### src/rtl/id_ex_stage.sv
// ID/EX pipeline register: latches decoded operands and the control word,
// detects load-use hazards, injects bubbles, supports hold/flush and counts bubbles/flushes.
module id_ex_stage #(
  parameter int DW    = 32,
  parameter int CNT_W = 16
) (
  input  logic             clk,
  input  logic             rst_n,
  input  logic             id_valid,
  input  logic [10:0]      id_cu_out,
  input  logic             id_is_jal,
  input  logic             id_uses_rt,
  input  logic [DW-1:0]    id_pc4,
  input  logic [DW-1:0]    id_rs_data,
  input  logic [DW-1:0]    id_rt_data,
  input  logic [DW-1:0]    id_imm,
  input  logic [4:0]       id_rs,
  input  logic [4:0]       id_rt,
  input  logic [4:0]       id_rd,
  input  logic [4:0]       id_shamt,
  input  logic             hold_i,
  input  logic             flush_i,
  output logic             ex_valid,
  output logic [10:0]      ex_cu_out,
  output logic             ex_is_jal,
  output logic [DW-1:0]    ex_pc4,
  output logic [DW-1:0]    ex_rs_data,
  output logic [DW-1:0]    ex_rt_data,
  output logic [DW-1:0]    ex_imm,
  output logic [4:0]       ex_rs,
  output logic [4:0]       ex_rt,
  output logic [4:0]       ex_wreg,
  output logic [4:0]       ex_shamt,
  output logic             lu_stall,
  output logic [CNT_W-1:0] bubble_cnt,
  output logic [CNT_W-1:0] flush_cnt
);

  logic [4:0] wreg_next;

  // Only instructions that actually write a register get a non-zero destination,
  // so the hazard and forwarding logic can treat $0 as "no destination".
  always_comb begin
    wreg_next = 5'd0;
    if (id_valid && id_cu_out[9]) begin
      if (id_is_jal)         wreg_next = 5'd31;
      else if (id_cu_out[10]) wreg_next = id_rd;
      else                    wreg_next = id_rt;
    end
  end

  assign lu_stall = ex_valid & ex_cu_out[7] & (ex_wreg != 5'd0) & id_valid &
                    ((ex_wreg == id_rs) | (id_uses_rt & (ex_wreg == id_rt)));

  always_ff @(posedge clk or negedge rst_n) begin
    if (!rst_n) begin
      ex_valid   <= 1'b0;
      ex_cu_out  <= '0;
      ex_is_jal  <= 1'b0;
      ex_pc4     <= '0;
      ex_rs_data <= '0;
      ex_rt_data <= '0;
      ex_imm     <= '0;
      ex_rs      <= '0;
      ex_rt      <= '0;
      ex_wreg    <= '0;
      ex_shamt   <= '0;
      bubble_cnt <= '0;
      flush_cnt  <= '0;
    end else if (flush_i) begin
      ex_valid  <= 1'b0;
      ex_cu_out <= '0;
      ex_is_jal <= 1'b0;
      if (flush_cnt != '1) flush_cnt <= flush_cnt + 1'b1;
    end else if (!hold_i) begin
      if (lu_stall) begin
        // Data fields are left as-is; ex_valid=0 makes them irrelevant.
        ex_valid  <= 1'b0;
        ex_cu_out <= '0;
        ex_is_jal <= 1'b0;
        if (bubble_cnt != '1) bubble_cnt <= bubble_cnt + 1'b1;
      end else begin
        ex_valid   <= id_valid;
        ex_cu_out  <= id_valid ? id_cu_out : 11'd0;
        ex_is_jal  <= id_is_jal;
        ex_pc4     <= id_pc4;
        ex_rs_data <= id_rs_data;
        ex_rt_data <= id_rt_data;
        ex_imm     <= id_imm;
        ex_rs      <= id_rs;
        ex_rt      <= id_rt;
        ex_wreg    <= wreg_next;
        ex_shamt   <= id_shamt;
      end
    end
  end

endmodule

### config.mk
export PLATFORM = sky130hd
export DESIGN_NAME = id_ex_stage
export DESIGN_NICKNAME = d
export VERILOG_FILES = /design/src/rtl/id_ex_stage.sv
export SDC_FILE = /design/constraint.sdc
export NUM_CORES = 1
export LEC_CHECK = 0
export BUFFER_PORTS_ARGS = -buffer_cell sky130_fd_sc_hd__buf_2
export CAP_MARGIN = 5
export CELL_PAD_IN_SITES_DETAIL_PLACEMENT = 2
export CELL_PAD_IN_SITES_GLOBAL_PLACEMENT = 2
export CORE_MARGIN = 2
export CORE_UTILIZATION = 27
export CTS_CLUSTER_SIZE = 16
export DETAILED_ROUTE_END_ITERATION = 8
export GPL_TIMING_DRIVEN = 0
export PLACE_DENSITY = 0.79
export SYNTH_ARGS = -nofsm -noshare
export SYNTH_HDL_FRONTEND = slang
export SYNTH_SLANG_ARGS = --single-unit
export TNS_END_PERCENT = 1
### constraint.sdc
create_clock -name clk -period 2.11 [get_ports clk]
set_input_delay 0.211 -clock clk [delete_from_list [all_inputs] [get_ports clk]]
set_output_delay 0.211 -clock clk [all_outputs]
set_load 0.02 [all_outputs]
==> metrics.md, run 1 <==
| Metric | Value |
|---|---|
| Run status | finished, violations left |
| Failing checks | setup timing |
| Flop pwr share | 43.3% |
| Sw frac | 32.4% |
| CTS root buffer | clkbuf_16 |
| Count of cell types in the netlist | 38 |
| Slowest Stage Delay on Critical Path | 0.57 ns |
| Post-synth EDFFs | 0 |
| Synthesized area per cell | 14.8 um^2 |
| Clock share of power | 30.6% |
| Fin. Hold Viols | 0 |
| Area added between synthesis and finish | 59.1% |
| Starting DRC count in detailed routing | 230 |
| PwrDens | 849 mW/mm^2 |
| Leak | 6.09 nW |
| Worst Path Required | 2.41 ns |
| Global-route wire length before repair | 48200 um |
| Switching pwr | 3.43 mW |
| Most common cell in the synthesized netlist | dfrtp_1 |
| Crit start category | flop |
| Clock buffer depth | 2 |
| Gr usage total | 20.8% |
| Setup CP Type | flop to flop |
| Worst slack, placed | -0.337 ns |
| Max_cap viols | 0 |
| DRC violations left | 0 |
| DR WL/cell | 23.0 um |
| Total Wirelength | 32700 um |
| CP max stage cell | or4_4 |
| CP startpoint | ex_wreg[2]$_DFFE_PN0P_ |
| Post-synthesis sequential area ratio | 61.7% |
| Tcrit/Tclk final | 111% |
| Total Neg Setup Slack | -27.81 ns |
| Final net count | 1191 |
| Fin crit period | 2.34 ns |
| Yosys reg bits | 193 |
| Synthesized net count | 696 |
| Boundary pin count | 360 |
| Min-Delay Path Class | input pin to flop |
| Port Buffers | 358 |
| Die height | 174 um |
| Slew HR | 49.1% |
| Clock-pin slew on the worst setup and hold paths | 0.08 ns |
| Die ar. | 0.0304 mm^2 |
| Number of global-route vias before repair | 7764 |
| CTS buffer count | 17 |
| Routability cong. | 0.746 |
| Synth Flop Type | dfrtp_1 |
| Mapped cell area | 0.00783 mm^2 |
| Layout cell share with drive strength beyond 1 | 53.7% |
| Clock Latency Late Sink | 0.43 ns |
| Largest net degree at the start of global routing | 100 |
| FF-to-FF Start | ex_wreg[2]$_DFFE_PN0P_ |
| RSZ-0062 raised after global routing | true |
| CTS H-Tree Depth | 4 |
| CTS tree | yes |
| Syn Inst Count | 528 |
| Worst VDD drop | 348 uV |
| Vias post-DR | 6465 |
| Hold WS | 0.0255 ns |
| # rows | 62 |
| Fin worst setup slack | -0.234 ns |
| TritonRoute pass-1 iters | 4 |
| Syn. warnings | 0 |
| P_int | 7.15 mW |
| Asr flop ratio synth | 100% |
| Via-to-Cell Ratio | 4.55 |
| Clock skew | 0.0114 ns |
| Clock sink count | 193 |
| Initial Util | 27.4% |
| CP Max Fanout | 10 |
| Placed wire-length estimate | 19800 um |
| Crit path DAT | 2.64 ns |
| Combinational power share | 26.1% |
| Cell breakdown of the critical path | or4_4, o21a_1, a21boi_2, buf_6, clkbuf_16, buf_8, mux2_1 |
| Final Slew Violations | 0 |
| GRT overflow | 0 |
| Synth area leader | dfrtp_1 |
| Final Total Pwr | 10.6 mW |
| Remaining antenna violation count | 0 |
| Slew @ Worst Pin | 0.763 ns |
| Core area | 0.0286 mm^2 |
| Fmax | 427 MHz |
| Most frequent cells after synthesis | dfrtp_1 (193), mux2_1 (77), mux2_2 (74) |
| Die X | 174 um |
| Min-delay src | id_pc4[18] |
| Top-area cell type share of the netlist area | 61.7% |
| Critical path capture point type | flop |
| Largest cells by area after synthesis | dfrtp_1 (62%), mux2_1 (11%), mux2_2 (11%) |
| Setup violators final | 163 |
| Initial antenna violation count | 4 |
## repair_timing
| item | 4_1_cts | 5_1_grt |
|---|---|---|
| buffers inserted | 6 | 2 |
| pin swaps | 1 | 3 |
| endpoints found under the hold margin | 201 | 0 |
| setup endpoints to repair | 171 | 172 |
| hold buffers | 108 | 0 |
| gates cloned | 0 | 1 |
| resized for setup | 72 | 70 |
## worst max-delay path: cells and delay by family, from the launching register on
| family | cells | cell delay [ns] |
|---|---|---|
| AO/OA/AOI/OAI | 2 | 0.37 |
| buffers and inverters | 3 | 0.47 |
| flip-flops | 1 | 0.43 |
| multiplexers | 1 | 0.36 |
| AND/OR/NAND/NOR | 1 | 0.57 |
## area by class of cell
type	count	area, um^2
multi-input cells	310	3220
plain buffers	23	329
well taps	384	480
diodes	2	5.00
repair buffers	476	3020
fillers	2835	16200
clock inverters	12	111
flip-flops and latches	193	4840
clock buffers	19	453
inverters	2	7.51
## per-layer routing
metal	vias up	wire (um)	GRT usage (%)
li1	2883	-	-
met1	3275	12300	22.6
met2	273	17400	38.5
met3	32	2320	6.39
met4	2	678	6.20
met5	-	11	0
## through the flow
step           util, %  instances  cell area, um^2
2_1_floorplan        -        528             7870
3_3_place_gp      35.4       1270            10100
3_5_place_dp      35.6       1271            10200
4_1_cts           42.5       1416            12200
5_1_grt           43.5       1421            12500
6_report          43.5       1421            12500
## path summary, 6_finish.rpt
kind | endpoint | cells past startpoint | slack [ns]
worst min-delay path | ex_pc4[18]$_DFFE_PN0P_ | 2 | 0.03
min in group asynchronous | ex_pc4[9]$_DFFE_PN0P_ | 2 | 0.39
worst max register to register | ex_rs_data[4]$_DFFE_PN0P_ | 7 | -0.23
max in group asynchronous | ex_rt_data[22]$_DFFE_PN0P_ | 3 | 0.73
worst max-delay path | ex_rs_data[4]$_DFFE_PN0P_ | 7 | -0.23
worst min register to register | ex_rt_data[17]$_DFFE_PN0P_ | 1 | 0.49
## layout by cell type, fill, tap and decap left out, types with 3 or more instances in the layout
cell | synthesis | final
and4_1 | 5 | 5
nor2_1 | 13 | 13
nor2b_1 | 6 | 6
clkbuf_1 | 5 | 4
nor4b_1 | 3 | 3
buf_12 | 1 | 12
dfrtp_1 | 193 | 188
a21oi_1 | 4 | 4
dfrtp_2 | 0 | 5
buf_6 | 8 | 3
nand4_1 | 17 | 17
buf_4 | 9 | 9
buf_2 | 0 | 356
xnor2_2 | 0 | 3
xnor2_1 | 30 | 27
buf_8 | 0 | 5
and3_1 | 9 | 9
dlygate4sd3_1 | 0 | 108
xor2_1 | 6 | 6
mux2_2 | 74 | 24
clkinv_2 | 0 | 3
a32o_1 | 11 | 11
nand3_1 | 11 | 11
nor3_1 | 4 | 3
clkinvlp_4 | 0 | 3
mux2_4 | 0 | 97
a211oi_1 | 5 | 5
clkinv_4 | 0 | 4
nand2_1 | 14 | 13
clkbuf_16 | 0 | 18
mux2_1 | 77 | 30
## sequential cells by signal (all words and copies together), names as in the netlist
signal,count
bubble_cnt,16
ex_cu_out,11
ex_imm,32
ex_is_jal,1
ex_pc4,32
ex_rs,5
ex_rs_data,32
ex_rt,5
ex_rt_data,32
ex_shamt,5
ex_valid,1
ex_wreg,5
flush_cnt,16
## power groups by stage
stage,Clock [mW],Sequential [mW],Combinational [mW]
final,3.24,4.59,2.76
after global routing,3.47,4.65,2.94
after CTS,3.33,4.54,2.55
after detailed placement,0,4.60,2.25
after global placement,0,4.56,2.18
after floorplan,0,5.16,0.623
## kinds of logic (layout without fill, tap and decap cells)
group / Yosys count / after routing / share of synthesized area (%)
simple gates: 90 / 90 / 6.39
flops: 193 / 193 / 61.7
other cells: 0 / 2 / 0
mux: 151 / 151 / 21.7
compound gates: 31 / 31 / 3.28
buf+inv: 25 / 532 / 2.60
fa+ha+maj: 2 / 2 / 0.319
xor+xnor: 36 / 36 / 4.03
(Power assumes the default switching activity.)
==> run 2, diff against run 1 <==
SETUP_SLACK_MARGIN = 0.3   (was default)
==> run 2 against run 1 <==
The flow still finishes with violations (setup timing). Wire length grew 0.17%. Global-route usage is the same. Critical path depth unchanged. Critical path type unchanged. Largest cell class unchanged.
==> metrics.md, run 2 (synthesis gave the netlist of run 1 again) <==
| Metric | Value |
|---|---|
| Run status | finished, violations left |
| Failing checks | setup timing |
| Max_cap viols | 0 (unchanged) |
| Number of global-route vias before repair | 7764 (unchanged) |
| GR Util met2 | 38.5% (unchanged) |
| PwrDens | 849 mW/mm^2 (about the same) |
| Clock sink count | 193 (unchanged) |
| Met3 usage in global routing | 6.39% (unchanged) |
| Fin crit period | 2.34 ns (-0.00232 ns) |
| Largest net degree at the start of global routing | 100 (unchanged) |
| Clock skew | 0.0109 ns (-0.000474 ns) |
| DRC violations left | 0 (unchanged) |
| Placed wire-length estimate | 19800 um (unchanged) |
| Setup CP Type | flop to flop |
| Die height | 174 um (unchanged) |
| Fill cell count | 2832 (-0.11%) |
| Hold WS | 0.0273 ns (+0.00185 ns) |
| Final net count | 1191 (unchanged) |
| Starting DRC count in detailed routing | 237 (+3.0%) |
| CP top delay family | simple AND/OR/NAND/NOR gates |
| Slew @ Worst Pin | 0.766 ns (+0.00221 ns) |
| CTS buffer count | 17 (unchanged) |
| Count of buffer and inverter cells on the critical path | 3 (unchanged) |
| Core area | 0.0286 mm^2 (unchanged) |
| Most common cell after layout, fill and taps aside | buf_2 |
| Initial antenna violation count | 4 (unchanged) |
| Final Total Pwr | 10.6 mW (about the same) |
| CTS tree | yes |
| TritonRoute pass-1 iters | 4 (unchanged) |
| CTS root buffer | clkbuf_16 |
| Layout cell share with drive strength beyond 1 | 54.2% (+0.48 points) |
| Worst Path Required | 2.41 ns (about the same) |
| Via-to-Cell Ratio | 4.56 (+0.15%) |
| Setup violators final | 163 (unchanged) |
| Global-route wire length before repair | 48200 um (unchanged) |
| Area added between synthesis and finish | 59.3% (about the same) |
| Boundary pin count | 360 (unchanged) |
| Gr usage total | 20.8% (unchanged) |
| Fmax | 427 MHz (about the same) |
| Port Buffers | 358 (unchanged) |
| Layout Utilization | 43.6% (about the same) |
| Min-Delay Path Class | input pin to flop |
| Cell breakdown of the critical path | or4_4, o21a_1, a21boi_2, buf_6, clkbuf_16, buf_8, mux2_1 |
| Clock buffer depth | 2 (unchanged) |
| Critical path capture point type | flop |
| CTS H-Tree Depth | 4 (unchanged) |
| Worst slack, placed | -0.337 ns (unchanged) |
| DR WL/cell | 23.1 um (+0.17%) |
| Slew HR | 49.0% (-0.15 points) |
| RSZ-0062 raised after global routing | true |
| # rows | 62 (unchanged) |
| Worst VDD drop | 346 uV (-0.61%) |
| Placed cell count | 1271 (unchanged) |
| Layout Cells excl Fill | 1421 (unchanged) |
| GRT overflow | 0 (unchanged) |
| M1 GR Usage | 22.6% (unchanged) |
| CP max stage cell | or4_4 |
| Slowest Stage Delay on Critical Path | 0.57 ns (about the same) |
| Most frequent cells in the layout | buf_2 (356), dfrtp_1 (186), dlygate4sd3_1 (108) |
| Post-route cell area | 0.0125 mm^2 (about the same) |
| Layer carrying the most global-route usage | met2 |
| CP Max Fanout | 10 (unchanged) |
| Remaining antenna violation count | 0 (unchanged) |
| Routability cong. | 0.746 (unchanged) |
| Initial Util | 27.4% (unchanged) |
| Clock Latency Late Sink | 0.43 ns (about the same) |
| Crit path DAT | 2.64 ns (about the same) |
| Vias post-DR | 6475 (+0.15%) |
| Clock-pin slew on the worst setup and hold paths | 0.08 ns (about the same) |
| Tcrit/Tclk final | 111% (about the same) |
| Total Wirelength | 32800 um (+0.17%) |
| Die X | 174 um (unchanged) |
| Total Neg Setup Slack | -27.75 ns (+0.0548 ns) |
| Crit start category | flop |
| Fin worst setup slack | -0.232 ns (+0.00232 ns) |
| Dpl cell area | 0.0102 mm^2 (unchanged) |
| Final Slew Violations | 0 (unchanged) |
| Fin. Hold Viols | 0 (unchanged) |
| Leak | 6.09 nW (about the same) |
| Die ar. | 0.0304 mm^2 (unchanged) |
[run 2: cell types whose count changed in the layout (fill, tap and decap cells not counted)]
cell | previous run | this run
dfrtp_2 | 5 | 7
nand2_1 | 13 | 12
and2_0 | 1 | 0
nor3_1 | 3 | 2
and2_2 | 0 | 1
dfrtp_1 | 188 | 186
nor3_2 | 1 | 2
nand2_2 | 1 | 2
[run 2: layer usage]
layer  vias to the layer above  share of wire [%]
met3                        30                7.2
met2                       279                 53
met5                         -              0.034
li1                       2881                  -
met1                      3283                 37
met4                         2                2.0
[run 2: worst paths after layout]
path | start | depth (start not counted) | slack [ns] | end
hold reg to reg | ex_rt_data[17]$_DFFE_PN0P_ | 1 | 0.49 | ex_rt_data[17]$_DFFE_PN0P_
hold / removal | id_pc4[18] | 2 | 0.03 | ex_pc4[18]$_DFFE_PN0P_
min in group asynchronous | rst_n | 2 | 0.39 | ex_pc4[2]$_DFFE_PN0P_
setup reg to reg | ex_wreg[2]$_DFFE_PN0P_ | 7 | -0.23 | ex_rs_data[4]$_DFFE_PN0P_
max in group asynchronous | rst_n | 3 | 0.73 | ex_imm[15]$_DFFE_PN0P_
setup / recovery | ex_wreg[2]$_DFFE_PN0P_ | 7 | -0.23 | ex_rs_data[4]$_DFFE_PN0P_
[run 2: timing repair]
| item | CTS | global route |
|---|---|---|
| hold buffers | 108 | 0 |
| cloned | 0 | 1 |
| gates resized for setup | 74 | 74 |
| pin swaps | 1 | 4 |
| endpoints found under the setup margin | 179 | 180 |
| hold endpoints to repair | 201 | 0 |
| buffers inserted | 6 | 2 |
[run 2: area by class of cell]
cell class	instances	area, um^2	share of cell area, %
plain buffers	23	329	2.64
clock inverters	12	111	0.893
diodes	2	5.00	0.0401
multi-input cells	310	3230	25.9
well taps	384	480	3.85
repair buffers	476	3020	24.2
flip-flops and latches	193	4840	38.8
clock buffers	19	453	3.63
inverters	2	7.51	0.0602
[run 2: power by group]
group	internal [mW]	total (mW)	switching, mW
registers	4.19	4.59	0.394
logic	1.27	2.76	1.50
clock network	1.69	3.24	1.54
total	7.15	10.6	3.43
==> run 3, diff against run 2 <==
BUFFER_PORTS_ARGS = default   (was -buffer_cell sky130_fd_sc_hd__buf_2)
CORE_UTILIZATION = 36   (was 27)
DONT_BUFFER_PORTS = 1   (was default)
PLACE_DENSITY = 0.78   (was 0.79)
==> run 3 against run 2 <==
The flow finishes with violations (hold timing, setup timing). Sequential share of layout area increased by 5.7 points. Worst hold slack lost 0.56 ns. Wire length down 10%. Core utilization up 8.0 points. Critical endpoint is now ex_rs_data[1]$_DFFE_PN0P_. Largest cell class unchanged.
==> metrics.md, run 3 (synthesis gave the netlist of run 1 again) <==
| Metric | Value |
|---|---|
| Fin. Hold Viols | 193 (+193) |
| Gr usage total | 25.4% (+4.6 points) |
| Port Buffers | 0 (-100%) |
| Slew @ Worst Pin | 0.659 ns (-0.106 ns) |
| Crit start category | flop |
| DR WL/cell | 29.4 um (+28%) |
| Starting DRC count in detailed routing | 175 (-26%) |
| Area of the multi-input gates | 0.00316 mm^2 (-2.1%) |
| Layout Cells excl Fill | 1000 (-30%) |
| DRC violations left | 0 (unchanged) |
| Die ar. | 0.0229 mm^2 (-24%) |
| CTS buffer count | 17 (unchanged) |
| Failing checks | hold timing, setup timing |
| Final Slew Violations | 0 (unchanged) |
| Setup violators final | 164 (+0.61%) |
| RSZ-0062 raised after global routing | true |
| Fill cell count | 1862 (-34%) |
| Vias post-DR | 5332 (-18%) |
| Final net count | 879 (-26%) |
| Worst Path Required | 2.42 ns (about the same) |
| Most common cell after layout, fill and taps aside | dfrtp_1 |
| Critical path capture point type | flop |
| Worst slack, placed | -0.416 ns (-0.0793 ns) |
| Largest net degree at the start of global routing | 194 (+94%) |
| Sequential cell area | 0.00485 mm^2 (+0.16%) |
| TritonRoute pass-1 iters | 4 (unchanged) |
| Slew HR | 56.0% (+7.1 points) |
| CP Max Fanout | 10 (unchanged) |
| Fin crit period | 2.41 ns (+0.0669 ns) |
| Most frequent cells in the layout | dfrtp_1 (180), dlygate4sd3_1 (155), mux2_4 (78) |
| CTS root buffer | clkbuf_16 |
| CP startpoint | ex_wreg[2]$_DFFE_PN0P_ |
| Worst Reg2Reg Path Length in Cells | 7 (unchanged) |
| Total Neg Setup Slack | -39.01 ns (-11.26 ns) |
| Number of global-route vias before repair | 6358 (-18%) |
| Via-to-Cell Ratio | 5.33 (+17%) |
| Boundary pin count | 360 (unchanged) |
| Fmax | 415 MHz (-2.8%) |
| Layout cell share with drive strength beyond 1 | 32.8% (-21 points) |
| Clock buffer depth | 2 (unchanged) |
| Clock sink count | 193 (unchanged) |
| Remaining antenna violation count | 0 (unchanged) |
| CP max stage cell | or4_4 |
| Initial Util | 37.0% (+9.7 points) |
| Total Wirelength | 29400 um (-10%) |
| Crit path DAT | 2.72 ns (+0.08 ns) |
| PwrDens | 908 mW/mm^2 (+7.0%) |
| GRT overflow | 0 (unchanged) |
| Cell breakdown of the critical path | or4_4, o21a_1, a21boi_2, buf_6, buf_12, buf_12, mux2_4 |
| Area added between synthesis and finish | 39.2% |
| Dpl cell area | 0.00821 mm^2 (-19%) |
| Run status | finished, violations left |
| Die X | 151 um (-13%) |
| Placed wire-length estimate | 17000 um (-14%) |
| Fin worst setup slack | -0.299 ns (-0.0669 ns) |
| Clock-pin slew on the worst setup and hold paths | 0.08 ns (about the same) |
| Die height | 151 um (-13%) |
| Core area | 0.0212 mm^2 (-26%) |
| Placed cell count | 803 (-37%) |
| Clock Latency Late Sink | 0.43 ns (about the same) |
| FF-to-FF Start | ex_wreg[2]$_DFFE_PN0P_ |
| Layout Utilization | 51.5% (+8.0 points) |
| Setup CP Type | flop to flop |
| Slowest Stage Delay on Critical Path | 0.59 ns (+0.02 ns) |
| CTS tree | yes |
| Final Total Pwr | 9.90 mW (-6.5%) |
| Post-route cell area | 0.0109 mm^2 (-13%) |
| Initial antenna violation count | 2 (-2) |
| Crit path top cell by count | buf_12 |
| Max_cap viols | 0 (unchanged) |
| Flop-to-flop setup slack | -0.30 ns (-0.07 ns) |
| Hold WS | -0.534 ns (-0.562 ns) |
| Global-route wire length before repair | 42300 um (-12%) |
| Tcrit/Tclk final | 114% (+3.2 points) |
| Routability cong. | 0.757 (+1.4%) |
| Worst VDD drop | 452 uV (+31%) |
| Min-Delay Path Class | input pin to async pin |
| Leak | 4.71 nW (-23%) |
| Hold buffers post-CTS | 155 (+44%) |
| # rows | 53 (-15%) |
| CTS H-Tree Depth | 4 (unchanged) |
| Clock skew | 0.0155 ns (+0.00458 ns) |
| R2r endpoint | ex_rs_data[1]$_DFFE_PN0P_ |
==> run 3: layer usage <==
metal | share of wire, % | GRT usage (%) | up-vias | wire [um]
met2 | 52 | 46.7 | 298 | 15400
met4 | 2.6 | 8.84 | 0 | 778
met5 | 0 | 0 | - | 0
met3 | 11 | 9.82 | 42 | 3150
met1 | 34 | 26.5 | 2727 | 10100
li1 | - | - | 2265 | -
==> run 3: worst max path at each step <==
stage | end | slack (ns) | cells after the start
2_1_floorplan | ex_imm[11]$_DFFE_PN0P_ | -0.08 | 7
4_1_cts | ex_wreg[4]$_DFFE_PN0P_ | -0.30 | 7
3_3_place_gp | ex_rs_data[22]$_DFFE_PN0P_ | -0.38 | 7
3_5_place_dp | ex_rs_data[15]$_DFFE_PN0P_ | -0.42 | 7
6_report | ex_rs_data[1]$_DFFE_PN0P_ | -0.30 | 7
5_1_grt | ex_imm[5]$_DFFE_PN0P_ | -0.36 | 7
==> run 3: worst max-delay path, delay by kind of cell, from the launching register on <==
kind	cells	cell delay [ns]
AOI/OAI and AO/OA	2	0.36
buffers and inverters	3	0.49
DFF	1	0.52
muxes	1	0.33
and+or+nand+nor	1	0.59
==> run 3: layout make-up <==
type | count | share of cell area (%)
Sequential cell | 193 | 44.4
Antenna cell | 2 | 0.0459
Clock buffer | 18 | 3.94
Tap cell | 275 | 3.16
Buffer | 23 | 2.93
Clock inverter | 13 | 1.15
Multi-Input combinational cell | 310 | 29.0
Inverter | 2 | 0.0689
Timing Repair Buffer | 164 | 15.3
==> run 3: power by group <==
part,internal (mW),switching (mW),leakage (nW)
logic,0.881,0.461,2.11
clock network,1.56,1.61,0.273
registers,4.19,1.21,2.33
==> run 3: timing repair <==
item                       in CTS  in global routing
setup buffers                   6                  1
hold endpoints to repair      348                193
gates cloned                    1                  1
resized for setup             111                 22
pin swaps                      16                  5
setup endpoints to repair     182                181
